--- src/rtl/thresholding_cfg_loader.sv ---
// -----------------------------------------------------------------------------
// thresholding_cfg_loader
//
// Sequences threshold configuration for the thresholding core. A full table of
// C*T threshold words arrives on an AXI-Stream input and is written to the
// core's write port in channel-major order. Outside a table load, a host can
// write single words through the same port. The core's datapath enable (run)
// stays low until a complete table has been loaded.
//
// Parameters
//   N        output precision; T = 2**N-1 thresholds per channel
//   M        threshold word width
//   C        channel count
//   A_BITS   core write-address width, {channel, index}
//
// Ports
//   clk, rst                     clock, synchronous active-high reset
//   start                        pulse: begin a full table load
//   busy                         high while a table load is in progress
//   done                         one-cycle pulse alongside the last table write
//   run                          core datapath enable, high once a table is loaded
//   cfg_tvalid/cfg_tready/cfg_tdata   threshold word stream
//   lw_vld/lw_rdy/lw_adr/lw_dat       host single-word write
//   twe/twa/twd                  registered core threshold write port
// -----------------------------------------------------------------------------
module thresholding_cfg_loader #(
    parameter  int N      = 4,
    parameter  int M      = 16,
    parameter  int C      = 1,
    localparam int A_BITS = $clog2(C) + N
) (
    input  logic              clk,
    input  logic              rst,

    input  logic              start,
    output logic              busy,
    output logic              done,
    output logic              run,

    input  logic              cfg_tvalid,
    output logic              cfg_tready,
    input  logic [M-1:0]      cfg_tdata,

    input  logic              lw_vld,
    output logic              lw_rdy,
    input  logic [A_BITS-1:0] lw_adr,
    input  logic [M-1:0]      lw_dat,

    output logic              twe,
    output logic [A_BITS-1:0] twa,
    output logic [M-1:0]      twd
);

    // A single-channel core has no channel field; keep a 1-bit counter that
    // never leaves zero so the address arithmetic stays uniform.
    localparam int              CH_W     = (C > 1) ? $clog2(C) : 1;
    localparam logic [N-1:0]    IDX_LAST = N'(2**N - 2);
    localparam logic [CH_W-1:0] CH_LAST  = CH_W'(C - 1);

    typedef enum logic [1:0] {
        IDLE,
        LOAD,
        READY
    } state_t;

    state_t            state;
    logic [N-1:0]      idx;
    logic [CH_W-1:0]   ch;

    logic              beat;
    logic              host_acc;
    logic [A_BITS-1:0] load_adr;

    // Stream and host handshakes are closed while rst is high so nothing is
    // accepted in a reset cycle.
    assign busy       = (state == LOAD);
    assign cfg_tready = !rst && (state == LOAD);
    // start has priority over a host write presented in the same cycle.
    assign lw_rdy     = !rst && (state != LOAD) && !start;

    assign beat     = cfg_tvalid && cfg_tready;
    assign host_acc = lw_vld && lw_rdy;

    // Channel-major address: index 2**N-1 of each channel is skipped.
    assign load_adr = (A_BITS'(ch) << N) | A_BITS'(idx);

    // NOTE: all state below is updated with non-blocking assignments so every
    // register samples the pre-edge values of its neighbours.
    always_ff @(posedge clk) begin
        if (rst) begin
            state <= IDLE;
            idx   <= '0;
            ch    <= '0;
            run   <= 1'b0;
            done  <= 1'b0;
            twe   <= 1'b0;
            twa   <= '0;
            twd   <= '0;
        end else begin
            // Pulses default low and are raised only by this cycle's event.
            twe  <= 1'b0;
            done <= 1'b0;

            case (state)
                IDLE, READY: begin
                    if (start) begin
                        state <= LOAD;
                        idx   <= '0;
                        ch    <= '0;
                        run   <= 1'b0;
                    end else if (host_acc) begin
                        // Host address goes to the core unchecked.
                        twe <= 1'b1;
                        twa <= lw_adr;
                        twd <= lw_dat;
                    end
                end

                LOAD: begin
                    // start is ignored here: the load in progress continues.
                    if (beat) begin
                        twe <= 1'b1;
                        twa <= load_adr;
                        twd <= cfg_tdata;
                        if (idx == IDX_LAST) begin
                            idx <= '0;
                            if (ch == CH_LAST) begin
                                ch    <= '0;
                                state <= READY;
                                run   <= 1'b1;
                                done  <= 1'b1;
                            end else begin
                                ch <= ch + 1'b1;
                            end
                        end else begin
                            idx <= idx + 1'b1;
                        end
                    end
                end

                default: begin
                    state <= IDLE;
                    run   <= 1'b0;
                end
            endcase
        end
    end

endmodule

--- config.mk ---
export PLATFORM = sky130hd
export DESIGN_NAME = thresholding_cfg_loader
export DESIGN_NICKNAME = d
export VERILOG_FILES = /design/src/rtl/thresholding_cfg_loader.sv
export SDC_FILE = /design/constraint.sdc
export NUM_CORES = 1
export LEC_CHECK = 0
export BUFFER_PORTS_ARGS = -buffer_cell sky130_fd_sc_hd__buf_2
export CORE_MARGIN = 2
export CORE_UTILIZATION = 44
export DETAILED_ROUTE_END_ITERATION = 16
export GPL_TIMING_DRIVEN = 0
export PLACE_DENSITY_LB_ADDON = 0.12
export SLEW_MARGIN = 20
export SYNTH_ARGS = -nofsm -noshare
export SYNTH_HDL_FRONTEND = slang
export SYNTH_SLANG_ARGS = --single-unit
--- constraint.sdc ---
create_clock -name clk -period 1.8 [get_ports clk]
set_input_delay 0.36 -clock clk [delete_from_list [all_inputs] [get_ports clk]]
set_output_delay 0.36 -clock clk [all_outputs]
set_load 0.02 [all_outputs]
==> reports/metrics.cfg <==
[outcome]
status = completed

[yosys]
avgSynthCellArea_um2 = 8.19
synthCells = 155
synth-xor-area-share_pct = 0
post_synth_num_cell_types = 23
synthSimpleGateAreaFrac_pct = 29.6
synth_mux_area_share_pct = 0
syn_nets = 198
synth_top_family_by_area = simple AND/OR/NAND/NOR gates
synth-compound-area-share_pct = 19.4
synthAdderAreaFrac_pct = 1.97
yosys_warnings = 0
syn_area_um2 = 1270
synth_seq_cells = 28
ys_seq_area_share_pct = 44.2

[route]
num_vias = 1366
viasPerCell = 5.32
wl_um = 3250
drtIter0Drc = 46
post_drt_wl_per_cell_um = 12.6
drtPass1Iterations = 4
drc = 0
ant_nets = 0

[critical_path]
path_cells = buf_4 > o41ai_4 > clkbuf_1 > a311oi_1
end_kind = register
cp_slowest_stage_delay_ns = 0.44
cp_top_family = compound AO/OA/AOI/OAI gates
criticalPathCategory = reg2reg
crit_path_start_kind = register
reg2regPathDepth = 4
path_buf_inv = 2
cp.required_ns = 2.00
crit_arrival_ns = 1.88
crit_slowest_cell = o41ai_4
rrSetupSlack_ns = 0.11
r2r_start = state[0]$_SDFFE_PP0P_
critical_path_peak_fanout = 10
r2r-end = twd[6]$_SDFFE_PP0P_

[clock_tree]
cts.sinks = 28
clk_pin_slew_ns = 0.14
htreeDepth = 1
clock_tree.buffer_depth = 2
tritoncts = built
cts-root-buf = clkbuf_4
cts_buffers = 3
clkLatencyLatePin_ns = 0.32

[floorplan]
initial_utilization_pct = 46.0
die_w_um = 57.7
dieArea_um2 = 3330
core_area_um2 = 2760
io_pins = 67
std_cell_rows = 19
die_h_um = 57.7

[pwr]
power-per-cell-area_nw_per_um2 = 756
ir_worst_vdd_mv = 0.485
leakage_nw = 0.800

[place]
dp_slack_ns = 0.143
hpwl_um = 2440
io_buffers = 66
gp_routability_congestion = 0.814

[sta]
setup_viol = 0
tns_ns = 0
relSlewSlack_pct = 67.9
slew_violations = 0
post-route-period-util_pct = 93.7
fmax_mhz = 593
hold_viol = 0
fin_ws_ns = 0.113
fin_crit_ns = 1.69
hold_ws_ns = 0.275
fin_skew_ns = 0.00178
rsz0062_at_grt = false
worstMarginPinSlew_ns = 0.482

[worst_hold_path]
hold_depth = 3
hold_path_class = in2reg
holdCritStartpoint = cfg_tdata[11]
hold_path_end = twd[11]$_SDFFE_PP0P_

[finish]
nNetsFinal = 270
layout_commonest_cell = buf_2
drive_gt1_share_pct = 37.6
syn_to_final_growth_pct = 34.8
fillers = 245
most-common-layout-cells = 67 x buf_2, 43 x nand2_1, 26 x dfxtp_1, 24 x nor2_1, 20 x a311oi_1
num_antenna_cells = 0

[global_route]
grt_pass1_vias = 1224
grtUsageTotal_pct = 19.4
grt_max_degree = 20
antenna_found_initial = 0
overflow = 0
grt_pass1_wl_um = 5130

[job]
drv_cap = 0

-- final cells by class --
type	count	area (um2)	area share [%]
well taps	31	38.8	2.27
clock buffers	4	36.3	2.12
multi-input cells	112	659	38.6
repair buffers	68	348	20.3
plain buffers	11	51.3	3.00
flip-flops and latches	28	566	33.1
inverters	3	11.3	0.658
-- metal layers --
metal,track usage [%],share of wire [%],vias to the layer above
met2,33.1,48,47
met4,6.98,1.4,0
met5,0,0,-
met1,24.9,45,624
li1,-,-,690
met3,3.13,6.1,5
-- synth_stat cells --
cell type,number,area [um2]
a21oi_1,5,25.0
a311oi_1,20,175
a32oi_1,1,8.76
and2b_4,1,10.0
and3_1,1,6.26
buf_1,1,3.75
buf_2,4,20.0
clkbuf_1,7,26.3
dfxtp_1,28,561
ha_1,2,25.0
inv_1,3,11.3
nand2_1,43,161
nand2b_1,1,6.26
nand3_1,1,5.00
nand4bb_4,1,27.5
nor2_1,24,90.1
nor2b_4,1,13.8
nor3_1,3,15.0
nor3b_1,1,7.51
o21ai_0,2,10.0
o41ai_4,1,27.5
or4_1,3,22.5
or4b_1,1,10.0
-- state kept, by name, summed over array words and instances (netlist names) --
register / cells
twd: 16
done: 1
idx: 4
state: 2
twa: 4
twe: 1
-- stage by stage --
stage / cell area [um2] / power (mW) / instances / util (%)
after global routing: 1710 / 1.37 / 257 / 62.0
after detailed placement: 1640 / 0.997 / 252 / 59.4
after global placement: 1640 / 0.989 / 252 / 59.4
after floorplan: 1270 / 0.879 / 155 / -
final: 1710 / 1.29 / 257 / 62.0
after CTS: 1680 / 1.29 / 255 / 60.8
-- worst register-to-register path, stage by stage (launching register included) --
cell,delay [ns]
dfxtp_4,0.39
buf_4,0.15
o41ai_4,0.44
clkbuf_1,0.42
a311oi_1,0.16
-- worst max path at each step --
stage	from	endpoint	slack, ns	depth (start not counted)
4_1_cts	state[1]$_SDFFE_PP0P_	lw_rdy	0.007	5
5_1_grt	state[0]$_SDFFE_PP0P_	twa[1]$_SDFFE_PP0P_	0.008	5
6_report	state[0]$_SDFFE_PP0P_	twd[6]$_SDFFE_PP0P_	0.11	4
2_1_floorplan	state[1]$_SDFFE_PP0P_	lw_rdy	0.09	4
3_5_place_dp	state[1]$_SDFFE_PP0P_	cfg_tready	0.14	5
3_3_place_gp	state[0]$_SDFFE_PP0P_	cfg_tready	0.16	5
-- repair_timing --
item / in CTS / in global routing
setup endpoints to repair: 3 / 12
setup buffers: 0 / 2
gates resized for setup: 4 / 6
hold buffers: 0 / 0
gates cloned: 0 / 0
-- power by group --
group	leakage, nW	switching, mW	internal (mW)	total [mW]
logic	0.549	0.187	0.125	0.312
clock network	0.0210	0.179	0.124	0.303
registers	0.230	0.0198	0.659	0.678
-- cell families after synthesis --
family / Yosys count
buffers and inverters: 15
AO/OA/AOI/OAI: 29
adder cells (fa/ha/maj): 2
AND/OR/NAND/NOR: 81
flip-flops: 28
No activity file was read; power rests on OpenSTA's default activity.
